--- config.mk ---
export PLATFORM = sky130hd
export DESIGN_NAME = btn_input_conditioner
export DESIGN_NICKNAME = d
export VERILOG_FILES = /design/src/rtl/btn_input_conditioner.sv
export SDC_FILE = /design/constraint.sdc
export NUM_CORES = 1
export LEC_CHECK = 0
export ABC_AREA = 1
export CAP_MARGIN = 0
export CELL_PAD_IN_SITES_DETAIL_PLACEMENT = 1
export CELL_PAD_IN_SITES_GLOBAL_PLACEMENT = 1
export CORE_MARGIN = 2
export CORE_UTILIZATION = 47
export DETAILED_ROUTE_END_ITERATION = 6
export PLACE_DENSITY = 0.78
export RECOVER_POWER = 100
export SLEW_MARGIN = 20
export SYNTH_ARGS = -nofsm -noshare
export SYNTH_HDL_FRONTEND = slang
export SYNTH_SLANG_ARGS = --single-unit
export TNS_END_PERCENT = 10
--- constraint.sdc ---
create_clock -name clk -period 2.8 [get_ports clk]
set_input_delay 0.28 -clock clk [delete_from_list [all_inputs] [get_ports clk]]
set_output_delay 0.28 -clock clk [all_outputs]
set_load 0.005 [all_outputs]
--- src/rtl/btn_input_conditioner.sv ---
// btn_input_conditioner: synchronises and debounces four push-buttons and derives a one-hot direction request.
// Optional build macro BTN_STICKY_DIR_EN: after the last held button is released, dir_req keeps the last nonzero direction.
module btn_input_conditioner #(
  parameter int DEBOUNCE_CYCLES = 1_000_000,
  parameter int CNT_W           = 20,
  parameter int SYNC_STAGES     = 2
) (
  input  logic       clk,
  input  logic       rst,
  input  logic       rbtn_raw,
  input  logic       lbtn_raw,
  input  logic       ubtn_raw,
  input  logic       dbtn_raw,
  output logic       rbtn,
  output logic       lbtn,
  output logic       ubtn,
  output logic       dbtn,
  output logic [3:0] dir_req,
  output logic       dir_valid,
  output logic       any_btn
);
  localparam logic [1:0] S_IDLE_LO = 2'd0;
  localparam logic [1:0] S_WAIT_HI = 2'd1;
  localparam logic [1:0] S_IDLE_HI = 2'd2;
  localparam logic [1:0] S_WAIT_LO = 2'd3;
  // The idle cycle that first sees the new value is the first stable cycle, so the
  // wait state accepts after DEBOUNCE_CYCLES-1 further stable cycles.
  localparam logic [CNT_W-1:0] CNT_LAST = CNT_W'(DEBOUNCE_CYCLES - 2);
  localparam logic [CNT_W-1:0] CNT_MAX  = '1;

  logic [3:0] w_raw;
  logic [3:0] w_lvl;
  logic [3:0] w_lvl_nxt;
  logic [3:0] w_rise;
  logic [3:0] w_fall;
  logic [3:0] w_fallback;
  logic [3:0] w_dir_nxt;
  logic [3:0] r_dir;
  logic       r_valid;
  logic       r_any;

  // Isolates the lowest set bit, i.e. the highest-priority button (right is bit 0).
  function automatic logic [3:0] f_first(input logic [3:0] v);
    return v & (~v + 4'd1);
  endfunction

  assign w_raw = {dbtn_raw, ubtn_raw, lbtn_raw, rbtn_raw};

  for (genvar b = 0; b < 4; b++) begin : g_btn
    logic [SYNC_STAGES-1:0] r_sync;
    logic [1:0]             r_state;
    logic [1:0]             w_state_nxt;
    logic [CNT_W-1:0]       r_cnt;
    logic [CNT_W-1:0]       w_cnt_nxt;
    logic                   r_lvl;
    logic                   w_lvl_b;
    logic                   w_s;

    assign w_s          = r_sync[SYNC_STAGES-1];
    assign w_lvl[b]     = r_lvl;
    assign w_lvl_nxt[b] = w_lvl_b;

    // Shift the asynchronous raw button through the synchroniser chain.
    always_ff @(posedge clk or negedge rst) begin
      if (!rst) r_sync <= '0;
      else      r_sync <= {r_sync[SYNC_STAGES-2:0], w_raw[b]};
    end

    // Debounce FSM: a change is accepted only after the synchronised input holds it long enough.
    always_comb begin
      w_state_nxt = r_state;
      w_cnt_nxt   = (r_cnt == CNT_MAX) ? r_cnt : r_cnt + 1'b1;
      w_lvl_b     = r_lvl;
      case (r_state)
        S_IDLE_LO: begin
          w_state_nxt = w_s ? S_WAIT_HI : S_IDLE_LO;
          w_cnt_nxt   = '0;
        end
        S_WAIT_HI: begin
          if (!w_s) begin
            w_state_nxt = S_IDLE_LO;
            w_cnt_nxt   = '0;
          end else if (r_cnt == CNT_LAST) begin
            w_state_nxt = S_IDLE_HI;
            w_cnt_nxt   = '0;
            w_lvl_b     = 1'b1;
          end
        end
        S_IDLE_HI: begin
          w_state_nxt = w_s ? S_IDLE_HI : S_WAIT_LO;
          w_cnt_nxt   = '0;
        end
        default: begin
          if (w_s) begin
            w_state_nxt = S_IDLE_HI;
            w_cnt_nxt   = '0;
          end else if (r_cnt == CNT_LAST) begin
            w_state_nxt = S_IDLE_LO;
            w_cnt_nxt   = '0;
            w_lvl_b     = 1'b0;
          end
        end
      endcase
    end

    // Register FSM state, debounce count and the clean level.
    always_ff @(posedge clk or negedge rst) begin
      if (!rst) begin
        r_state <= S_IDLE_LO;
        r_cnt   <= '0;
        r_lvl   <= 1'b0;
      end else begin
        r_state <= w_state_nxt;
        r_cnt   <= w_cnt_nxt;
        r_lvl   <= w_lvl_b;
      end
    end
  end

  assign w_rise = w_lvl_nxt & ~w_lvl;
  assign w_fall = w_lvl & ~w_lvl_nxt;

`ifdef BTN_STICKY_DIR_EN
  assign w_fallback = (|w_lvl_nxt) ? f_first(w_lvl_nxt) : r_dir;
`else
  assign w_fallback = f_first(w_lvl_nxt);
`endif

  // A new press wins; releasing the current direction falls back to what is still held.
  assign w_dir_nxt = (|w_rise) ? f_first(w_rise) : (|(w_fall & r_dir)) ? w_fallback : r_dir;

  // Register direction, its change pulse and the any-button flag alongside the levels.
  always_ff @(posedge clk or negedge rst) begin
    if (!rst) begin
      r_dir   <= 4'b0000;
      r_valid <= 1'b0;
      r_any   <= 1'b0;
    end else begin
      r_dir   <= w_dir_nxt;
      r_valid <= (w_dir_nxt != r_dir) && (|w_dir_nxt);
      r_any   <= |w_lvl_nxt;
    end
  end

  assign rbtn      = w_lvl[0];
  assign lbtn      = w_lvl[1];
  assign ubtn      = w_lvl[2];
  assign dbtn      = w_lvl[3];
  assign dir_req   = r_dir;
  assign dir_valid = r_valid;
  assign any_btn   = r_any;
endmodule

# Yosys cells after proc, flatten, opt, wreduce, memory -nomap -nowiden

Cells that the tools add are included.

Register bits after elaboration: 106
Output and inout port bits: 10
Word-level logic and storage cells: 145
Input port bits: 6

Eq/ne operators: 21
Reduce and logical (&&, ||, !) cells: 21
Muxes and demuxes: 70
$add $sub $neg: 6
Bitwise operators: 8

Operators by type and width:

| operator                                                              | count |
|---|---|
| 20-bit 2-to-1 mux                                                     | 16 |
| 20-bit equality test, second input constant                           | 8 |
| 20-bit one-hot mux with 2 select lines                                | 4 |
| 20-bit by 1-bit adder with 20-bit output, second input constant       | 4 |
| 2-bit 2-to-1 mux                                                      | 16 |
| 1-bit 2-to-1 mux                                                      | 24 |
| 2-bit one-hot mux with 3 select lines                                 | 4 |
| 4-bit AND                                                             | 5 |
| 5-bit nonzero test                                                    | 4 |
| 4-bit OR reduction                                                    | 4 |
| 3-bit inequality test, second input constant                          | 4 |
| 4-bit inverter                                                        | 3 |
| 4-bit by 1-bit adder with 4-bit output, second input constant         | 2 |
| 2-bit by 1-bit equality test with 1-bit output, second input constant | 4 |
| 2-bit equality test, second input constant                            | 4 |
| 2-bit logical NOT                                                     | 4 |
| 4-bit 2-to-1 mux                                                      | 2 |
| 1-bit one-hot mux with 2 select lines                                 | 4 |
| 2-bit AND reduction                                                   | 4 |
| 2-bit OR reduction                                                    | 4 |
| 4-bit inequality test                                                 | 1 |
| 1-bit logical AND                                                     | 1 |

# Depth between registers and ports, before layout

Gate-level depths: netlist of the first run.

Word-level depth: 12
Depth in mapped cells: 20
Depth with buffers taken out: 20

# Worst setup path before layout of the first run

OpenSTA, ideal clock, no wires.

Path kind: register -> register
Start point: reg g_btn[2].r_state[0]
End point: reg r_valid (netlist: dir_valid)
Data required time: 2.680 ns
Clock period less this slack: 1.971 ns
Arrival time: 1.851 ns
Cell stages (with the launch flop): 16
Slack: 0.829 ns
Buffers on the path: 0
Setup time: 0.120 ns
Cell sequence: dfrtp_1 > ha_1 > inv_1 > nand2_1 > o31ai_1 > o21ai_1 > nand3_1 > nand3_4 > nor2_4 > nand3_2 > nand2_1 > nand2_1 > nand2_1 > nand2_1 > nor2_1 > nor2_1

Cells in the longest elaborated chain, start to end: 11
Elaborated cells between the ends (all ways): 21
Classes of those cells: add/sub: 2; eq/ne: 3; mux: 3; bitwise: 7; reduce/logical: 6

Ends and longest elaborated chain:

| what                                                                                           | line | text |
|---|---|---|
| start, declared                                                                                | 51   | `logic [1:0] r_state;` |
| start signal, assigned                                                                         | 113  | `r_state <= w_state_nxt;` |
| 2-bit equality test / 2-bit logical NOT (equally long branches)                                | 74   | `case (r_state)` |
| 2-bit OR reduction (no source line)                                                            | n/a  |  |
| 1-bit one-hot mux with 2 select lines (*)                                                      | 74   |  |
| parallel branches: the longest is 5 deep, another holds 4-bit by 1-bit adder with 4-bit output | n/a  |  |
| 4-bit 2-to-1 mux (*)                                                                           | 130  | `assign w_dir_nxt = (\|w_rise) ? f_first(w_rise) : (\|(w_fall & r_dir)) ? w_fallback : r_dir;` |
| 4-bit inequality test / 4-bit OR reduction (equally long branches)                             | 140  | `r_valid <= (w_dir_nxt != r_dir) && (\|w_dir_nxt);` |
| 1-bit logical AND (*)                                                                          | 140  |  |
| end signal, assigned                                                                           | 140  |  |
| end, declared                                                                                  | 39   | `logic r_valid;` |

Every way passes the cells marked *.
A chain may end at the register's enable or synchronous reset.

# Worst setup path in the final report of the first run

Ends and elaborated chain as after synthesis.

==> results of run 1 <==
==> layer usage <==
metal	GRT usage	up-vias	routed length (um)
li1	-	2746	-
met1	0.2991	2692	7297
met2	0.4162	58	8062
met3	0.04658	18	382
met4	0.06471	0	198
met5	0	-	0
==> state kept, by name, indices dropped and copies added (netlist names), named ones only <==
| register | flops |
|---|---|
| dbtn | 1 |
| g_btn.r_state | 4 |
| g_btn.r_cnt | 80 |
| any_btn | 1 |
| ubtn | 1 |
| lbtn | 1 |
| g_btn.r_sync | 8 |
| dir_req | 4 |
| rbtn | 1 |
| dir_valid | 1 |
==> per-stage QoR <==
step	cell area, sq um	setup WS, ps
floorplan	6326	828.7
global placement	6728	563.2
detailed placement	6728	452.7
CTS	7023	386.9
global route	6968	123.9
finish	6968	359.2
==> worst max-delay path: stages, from the launching register on <==
cell,delay (ps)
dfrtp_1,430
ha_1,280
inv_1,120
nand2_1,80
o31ai_1,220
o21ai_0,160
nand3_1,210
nand3_4,120
nor2_4,160
nand3_2,130
nand2_1,100
nand2_1,70
nand2_1,60
nand2_1,50
nor2_1,100
nor2_1,50
==> layout make-up <==
class / count / area [sq um] / area share
inverters: 144 / 540.5 / 0.07757
multi-input cells: 581 / 3077 / 0.4416
repair buffers: 21 / 192.7 / 0.02765
flip-flops and latches: 106 / 2653 / 0.3807
clock inverters: 7 / 60.06 / 0.008619
well taps: 176 / 220.2 / 0.03160
clock buffers: 9 / 225.2 / 0.03232
==> synthesized netlist by cell type, drive strengths merged, types with 2 or more instances <==
cell	number
a211oi	3
a21oi	48
a31oi	5
a41oi	2
clkbuf	4
dfrtp	106
ha	20
inv	144
nand2	184
nand3	61
nand4	18
nor2	103
nor3	28
nor3b	2
nor4	7
nor4b	2
o21a	2
o21ai	61
o31ai	2
xnor2	11
xor2	14
==> cell families after synthesis <==
| family | Yosys count |
|---|---|
| AND/OR/NAND/NOR | 408 |
| buffers and inverters | 148 |
| AO/OA/AOI/OAI | 128 |
| flip-flops | 106 |
| XOR/XNOR | 25 |
| adder cells (fa/ha/maj) | 20 |
==> what timing repair did <==
action	4_1_cts	5_1_grt
hold buffers	1	0
endpoints found under the hold margin	31	0
resized for setup	0	0
==> worst max path at each step <==
stage | from | endpoint | slack (ps)
2_1_floorplan | g_btn[2].r_state[0] | dir_valid | 830
3_3_place_gp | g_btn[2].r_state[0] | dir_valid | 560
3_5_place_dp | g_btn[1].r_cnt[0] | dir_valid | 450
4_1_cts | g_btn[2].r_state[0] | dir_valid | 390
5_1_grt | g_btn[1].r_cnt[0] | dir_valid | 120
6_report | g_btn[2].r_state[0] | dir_valid | 360
==> where the power goes <==
group          switching [mW]  internal, mW
Combinational           0.554         0.255
Sequential             0.0952          1.61
Clock                   0.619         0.620
==> results.md, run 1 <==
* Routed WL at 15940 um
* Ant diodes at 0
* Routability cong. at 0.8380
* Post-CTS setup buffers at 0
* Xor/xnor cell area share of the yosys netlist at 0.03461
* Final setup viols at 0
* Mapped Area at 0.006326 sq mm
* Fraction of layout cells with a size suffix above 1 at 0.08525
* Non-Filler Instances at 1044
* Fin crit share at 0.8717
* Hold Path Origin: g_btn[2].r_sync[0]
* Clock Tree Root: clkbuf_16
* Adder-cell share of the synthesized area at 0.03956
* Relative slew slack at -0.2629
* Reg-to-Reg Start: g_btn[2].r_state[0]
* Worst path required time at 3050 ps
* Post-synthesis register bit count at 106
* Synth cell types at 42
* H-tree levels at 3
* Yosys warning total at 0
* I/O Buffers at 15
* Core box area at 0.01319 sq mm
* Initial antenna violation count at 0
* Asr flop ratio synth at 1.000
* Synth Area in Simple Gates at 0.3083
* Clock Latency Late Sink at 360 ps
* Worst-path maximum fanout at 5
* Synthesized Nets at 861
* Vias per cell at 5.282
* Failing checks: max-capacitance violations, max-slew violations
* Synth Area in Compound Gates at 0.1102
* DRC viols at 0
* Wire per inst at 15.27 um
* Cells after synthesis at between 800 and 900
* RSZ-0062 raised after global routing: no
* # rows at 42
* R2R setup slack at 360 ps
* Final core utilization at 0.5283
* Startpoint types: flip-flop
* Max-cap violations at 1
* Pwr dens at 538.6 mW/mm^2
* Initial DRC count at 317
* FF-to-FF End: dir_valid
* Worst-path clk slew at 70 ps
* Largest net degree at the start of global routing at 50
* Area fraction of the dominant cell type after synthesis at 0.4193
* Commonest non-fill, non-tap cell in the layout: nand2_1
* Area leader, netlist: dfrtp_1
* Hold-critical path depth at 0
* Total grt overflow at 0
* # nets final at around 890
* Worst Path Class, Setup: reg -> reg
* GRT Total Usage at 0.2378
* Mux cell area share after synthesis at 0
* Synth area leaders: dfrtp_1 42%, nand2_1 10%, inv_1 7.1%
* DPL Wire Length at approximately 12000 um
* DIE WIDTH at between 100 and 150 um
* Final hold slack at between 300 and 400 ps
* Slew Viols, Final at 33
* Die height at about 120 um
* Final hold violations at 0
* Status: finished, violations left
* Initial Util at 0.4796
* Post-route ant nets at 0
* Inst Count DP at 1027
* CTS buffer count at 9
* Via count at approximately 5.5k
* Mapped Avg Cell Area at 7.576 sq um
* Total power at 3.753 mW
* HP Class: reg -> reg
* CTS tree: done
* Seq/Total Area, Yosys at 0.4193
* CTS Buffer Depth at 2
* P_leak at roughly 3.4 nW
* Clock sinks at between 100 and 150
* Worst R2R Path Depth at 15
* VDD IR max at 328.8 uV
* Highest Clock Rate at 409.7 MHz
* Die ar. at approximately 0.014 sq mm
* Nature of the critical path endpoint: flip-flop
* Most frequent cells in the layout: 173 x nand2_1, 124 x inv_1, 106 x dfrtp_1
* EDFF count, synth at 0
* Largest family of logic cells by synthesized area: simple AND/OR/NAND/NOR gates
* IO Count at 16
* Final worst path period need at 2441 ps
* Vias in the first global route at 5941
* Pre-antenna DRT Iters at 4
* Synth-to-Final Area Change at 10.15%
* Fillers at 1700
* Worst Clk Skew at 6.177 ps
* Slew @ Worst Pin at approximately 1900 ps
* Min-Delay Endpoint: g_btn[2].r_sync[1]
* Prevailing post-synth register cell: dfrtp_1
* Post-Route Setup TNS at 0 ps
* Critical Path AT at 2690 ps
* Global-route wire length before repair at 27860 um
Note: power is estimated with default switching activity, not from simulation.
==> inputs of run 2 (changes only) <==
CELL_PAD_IN_SITES_DETAIL_PLACEMENT = unset   (was 1)
CELL_PAD_IN_SITES_GLOBAL_PLACEMENT = unset   (was 1)
CORE_UTILIZATION = 63   (was 47)
==> results.md, run 2 (same netlist as run 1, synthesis figures left out) <==
* Max incr delay on CP at 420 ps
* Sequential share of power at 0.487
* P_leak at 3.317 nW
* Pre-antenna DRT Iters at 5
* FF/Latch Area at 0.002653 sq mm
* Post-route ant nets at 0
* Vias in the first global route at 5372
* Routability cong. at 0.9020
* Global-route wire length before repair at 22600 um
* I/O Buffers at 15
* Most flop-heavy register: g_btn.r_cnt
* Worst Path Class, Setup: reg -> reg
* Worst-path clk slew at 100 ps
* Initial antenna violation count at 0
* Area of the multi-input gates at 0.003063 sq mm
* Combinational share of power at 0.216
* Worst Clk Skew at 14.75 ps
* # nets final at 887
* Worst path bufs/invs at 1
* Post-CTS resize count at 0
* DRC viols at 0
* RSZ-0062 raised after global routing: no
* Delay-heaviest family, CP: simple AND/OR/NAND/NOR gates
* Max-cap violations at 0
* Critical Path AT at 2730 ps
* Commonest non-fill, non-tap cell in the layout: nand2_1
* Worst path required time at ~3100 ps
* Total grt overflow at 0
* Switching Share at 0.3215
* Relative slew slack at 0.1222
* Die ar. at around 0.011 sq mm
* Switch Pwr at around 1.1 mW
* Hold Path Origin: g_btn[2].r_sync[0]
* VDD IR max at between 500 and 600 uV
* Final worst path period need at 2435 ps
* Slew Viols, Final at 0
* P_int at 2.365 mW
* Initial Util at 0.6472
* Max reg flops at 80
* Nature of the critical path endpoint: flip-flop
* Clock Latency Late Sink at 390 ps
* CTS tree: done
* Reg-to-Reg Start: g_btn[0].r_cnt[0]
* Ant diodes at 0
* DIE WIDTH at 104.2 um
* Startpoint types: flip-flop
* Total power at 3.486 mW
* Clock Tree Root: clkbuf_8
* Final setup viols at 0
* Via count at 5456
* Fin crit share at 0.8695
* Clock sinks at 106
* CP most frequent cell: nand2_1
* Worst setup margin at 365.4 ps
* Status: completed
* FF-to-FF End: dir_valid
* Crit-path slowest cell: dfrtp_1
* H-tree levels at 3
* DPL Wire Length at 9587 um
* Pwr dens at between 500 and 600 mW/mm^2
* HP Class: reg -> reg
* Worst R2R Path Depth at 17
* Post-Route Setup TNS at 0 ps
* Setup WS pre-CTS at 575.0 ps
* Largest net degree at the start of global routing at 55
* Routed WL at ~13000 um
* Most frequent cells in the layout: 173 x nand2_1, 123 x inv_1, 106 x dfrtp_1
* Biggest regs: g_btn.r_cnt: 80 flops, g_btn.r_sync: 8 flops
* GRT Total Usage at 0.2516
* Clock power share at 0.297
* Die height at 104.2 um
* Worst-path maximum fanout at 7
* Core box area at 0.009774 sq mm
* Final hold violations at 0
* Hold-critical path depth at 0
* Highest Clock Rate at 410.7 MHz
* CTS Buffer Depth at 2
* CTS buffer count at 9
* Initial DRC count at 244
* Wire per inst at 12.79 um
* Vias per cell at 5.461
* Slew @ Worst Pin at roughly 1300 ps
* R2R setup slack at 370 ps
* CP Cell Sequence: inv_1 -> ha_1 -> nand2_1 -> nor2_1 -> nand3_2 -> nand3_2 -> nand2_1 -> nand2_4 -> nand3_4 -> nor2_2 -> nand3_1 -> nand2_2 -> nand2_1 -> nand2_1 -> nand2_1 -> nor2_1 -> nor2_1
* Synth-to-Final Area Change at 7.654%
* Fraction of layout cells with a size suffix above 1 at 0.08430
* IO Count at 16
* # rows at 36
* Final core utilization at 0.6967
* Stages on the worst setup path at 17
* Min-Delay Endpoint: g_btn[2].r_sync[1]
* Fillers at 856
==> run 2: changes by cell type in the layout (fill, tap and decap cells not counted), sizes merged <==
cell and delta:
inv -3, clkbuf +1, buf -2, bufinv +2
==> run 2: cell type report <==
cell class / count / share of cell area
Multi-Input combinational cell: 581 / 0.4498
Tap cell: 133 / 0.02444
Inverter: 144 / 0.07937
Clock buffer: 10 / 0.01874
Timing Repair Buffer: 19 / 0.02499
Sequential cell: 106 / 0.3895
Clock inverter: 6 / 0.01323
==> run 2: metrics by stage <==
step	hold slack, ps	std cells	area [sq um]
2_1_floorplan	-15.59	835	6326
3_3_place_gp	333.2	982	6659
3_5_place_dp	337.3	982	6659
4_1_cts	294.7	999	6887
5_1_grt	362.1	999	6810
6_report	346.8	999	6810
==> run 2: power by group through the flow <==
stage          Clock [mW]  Combinational [mW]  Sequential, mW
4_1_cts              1.07               0.777            1.70
3_5_place_dp            0               0.772            1.73
2_1_floorplan           0               0.570            1.71
5_1_grt              1.12               0.869            1.72
6_report             1.03               0.754            1.70
3_3_place_gp            0               0.727            1.72
==> run 2: worst max-delay path by stage <==
| stage | from | to |
|---|---|---|
| floorplan | g_btn[2].r_state[0] | dir_valid |
| global placement | g_btn[2].r_state[0] | dir_valid |
| detailed placement | g_btn[2].r_state[0] | dir_valid |
| CTS | g_btn[1].r_cnt[0] | dir_valid |
| global route | g_btn[2].r_state[0] | dir_valid |
| finish | g_btn[0].r_cnt[0] | dir_valid |
==> run 2: routing by layer <==
| layer | vias to the layer above | routed length, um | global-route usage |
|---|---|---|---|
| met1 | 2561 | 5673 | 0.3128 |
| met4 | 0 | 296 | 0.09073 |
| met5 | - | 0 | 0 |
| met3 | 33 | 527 | 0.06015 |
| met2 | 113 | 6278 | 0.4286 |
| li1 | 2749 | - | - |
==> run 2: repair_timing <==
item,CTS,global route
hold endpoints to repair,52,0
buffers inserted,0,0
hold buffers,1,0
==> inputs of run 3 (changes only) <==
CELL_PAD_IN_SITES_DETAIL_PLACEMENT = 2   (was unset)
CELL_PAD_IN_SITES_GLOBAL_PLACEMENT = 2   (was unset)
CORE_UTILIZATION = 37   (was 63)
PLACE_DENSITY = 0.77   (was 0.78)
==> results.md, run 3 (same netlist as run 1, synthesis figures left out) <==
* Routability cong. at 0.7974
* Initial Util at 0.3801
* CTS tree: done
* Pre-antenna DRT Iters at 4
* Clock Latency Late Sink at 360 ps
* Clock Tree Root: clkbuf_16
* P_leak at 3.372 nW
* Worst Path Class, Setup: reg -> reg
* Vias per cell at 5.210
* Die height at 134.8 um
* Worst path bufs/invs at 4
* Pwr dens at 555.9 mW/mm^2
* Relative slew slack at -0.2187
* Largest net degree at the start of global routing at 53
* H-tree levels at 3
* Total grt overflow at 0
* IO Count at 16
* Final worst path period need at 2495 ps
* Hold-critical path depth at 0
* # nets final at 889
* Slew @ Worst Pin at 1828 ps
* Core box area at between 0.015 and 0.02 sq mm
* Routed WL at 18440 um
* Initial antenna violation count at 0
* RSZ-0062 raised after global routing: no
* Final hold violations at 0
* Worst Clk Skew at 8.244 ps
* Final core utilization at 0.4238
* Critical Path AT at 2790 ps
* Clock sinks at approximately 110
* GRT Total Usage at 0.2200
* I/O Buffers at 15
* Post-Route Setup TNS at 0 ps
* Fraction of layout cells with a size suffix above 1 at 0.08535
* Commonest non-fill, non-tap cell in the layout: nand2_1
* Worst-path maximum fanout at 5
* Vias in the first global route at 6457
* Worst setup margin at 305.4 ps
* Setup WS pre-CTS at 395.5 ps
* Biggest regs: g_btn.r_cnt: 80 flops, g_btn.r_sync: 8 flops
* Nature of the critical path endpoint: flip-flop
* Final setup viols at 0
* Final hold slack at 362.7 ps
* Status: finished, violations left
* DP Area at 0.006783 sq mm
* HP Class: reg -> reg
* Failing checks: max-capacitance violations, max-slew violations
* Worst path required time at 3100 ps
* Wire per inst at 16.96 um
* # rows at 47
* DPL Wire Length at 14140 um
* Crit-path slowest cell: dfrtp_1
* FF-to-FF End: g_btn[3].r_cnt[15]
* Hold Path Origin: g_btn[3].r_sync[0]
* Startpoint types: flip-flop
* Max reg flops at 80
* Post-route ant nets at 0
* VDD IR max at between 200 and 300 uV
* Max incr delay on CP at 380 ps
* Initial DRC count at 139
* Max-cap violations at 1
* CTS buffer count at 9
* Reg-to-Reg Start: g_btn[3].r_cnt[8]
* CTS Buffer Depth at 2
* DRC viols at 0
* CP most frequent cell: nor2_1
* Most frequent cells in the layout: 172 x nand2_1, 123 x inv_1, 106 x dfrtp_1
* DIE WIDTH at 134.8 um
* Via count at 5663
* Synth-to-Final Area Change at 11.49%
* Most flop-heavy register: g_btn.r_cnt
* Highest Clock Rate at 400.9 MHz
* Post-Layout Inst Area at between 0.007 and 0.008 sq mm
* Post-CTS setup buffers at 0
* Global-route wire length before repair at around 32000 um
* Ant diodes at 0
* Slew Viols, Final at 31
* CP Cell Sequence: inv_1 -> nor2_1 -> nand4_1 -> nor3_1 -> inv_2 -> nor2_1 -> inv_1 -> nand4_1 -> nor2_1 -> inv_2 -> nor2_1 -> a21oi_1 -> o21a_1
* Worst-path clk slew at 70 ps
* Worst R2R Path Depth at 13
* Delay-heaviest family, CP: simple AND/OR/NAND/NOR gates
* Die ar. at between 0.015 and 0.02 sq mm
* R2R setup slack at 310 ps
* Fin crit share at 0.8909
* Min-Delay Endpoint: g_btn[3].r_sync[1]
-- run 3: what timing repair did --
item,CTS,global route
hold buffers,1,0
setup endpoints to repair,0,0
hold endpoints to repair,29,0
resized for setup,0,0
-- run 3: through the flow --
| stage | cells | power (mW) |
|---|---|---|
| after floorplan | 835 | 2.277 |
| after global placement | 1071 | 2.515 |
| after detailed placement | 1071 | 2.600 |
| after CTS | 1087 | 4.033 |
| after global routing | 1087 | 4.166 |
| final | 1087 | 3.920 |
-- run 3: worst max-delay path by stage --
| stage | start | end | slack [ps] | depth (start not counted) |
|---|---|---|---|---|
| final | g_btn[3].r_cnt[8] | g_btn[3].r_cnt[15] | 310 | 13 |
| after global routing | g_btn[2].r_cnt[2] | dir_valid | 50 | 19 |
| after CTS | g_btn[1].r_cnt[0] | dir_valid | 310 | 17 |
| after detailed placement | g_btn[2].r_cnt[16] | dir_valid | 400 | 19 |
| after global placement | g_btn[1].r_cnt[0] | dir_valid | 500 | 17 |
| after floorplan | g_btn[2].r_state[0] | dir_valid | 830 | 15 |
-- run 3: final cells by class --
| cell class | count | area (sq um) |
|---|---|---|
| clock inverter | 5 | 78.83 |
| inverter | 144 | 540.5 |
| sequential | 106 | 2653 |
| multi-input combinational | 581 | 3084 |
| fill | 2000 | 9589 |
| tap | 220 | 275.3 |
| clock buffer | 10 | 229.0 |
| timing repair buffer | 21 | 192.7 |
-- run 3: power by group --
group	total (mW)	internal [mW]	switching, mW	leakage (nW)
clock	1.39	0.781	0.606	0.153
sequential	1.71	1.61	0.0958	1.45
combinational	0.828	0.256	0.571	1.77
total	3.92	2.65	1.27	3.37
-- run 3: routing by layer --
layer,track usage,part of all wire
met1,0.2718,0.45
met3,0.03191,0.018
met2,0.4016,0.52
met4,0.05556,0.011
met5,0,0
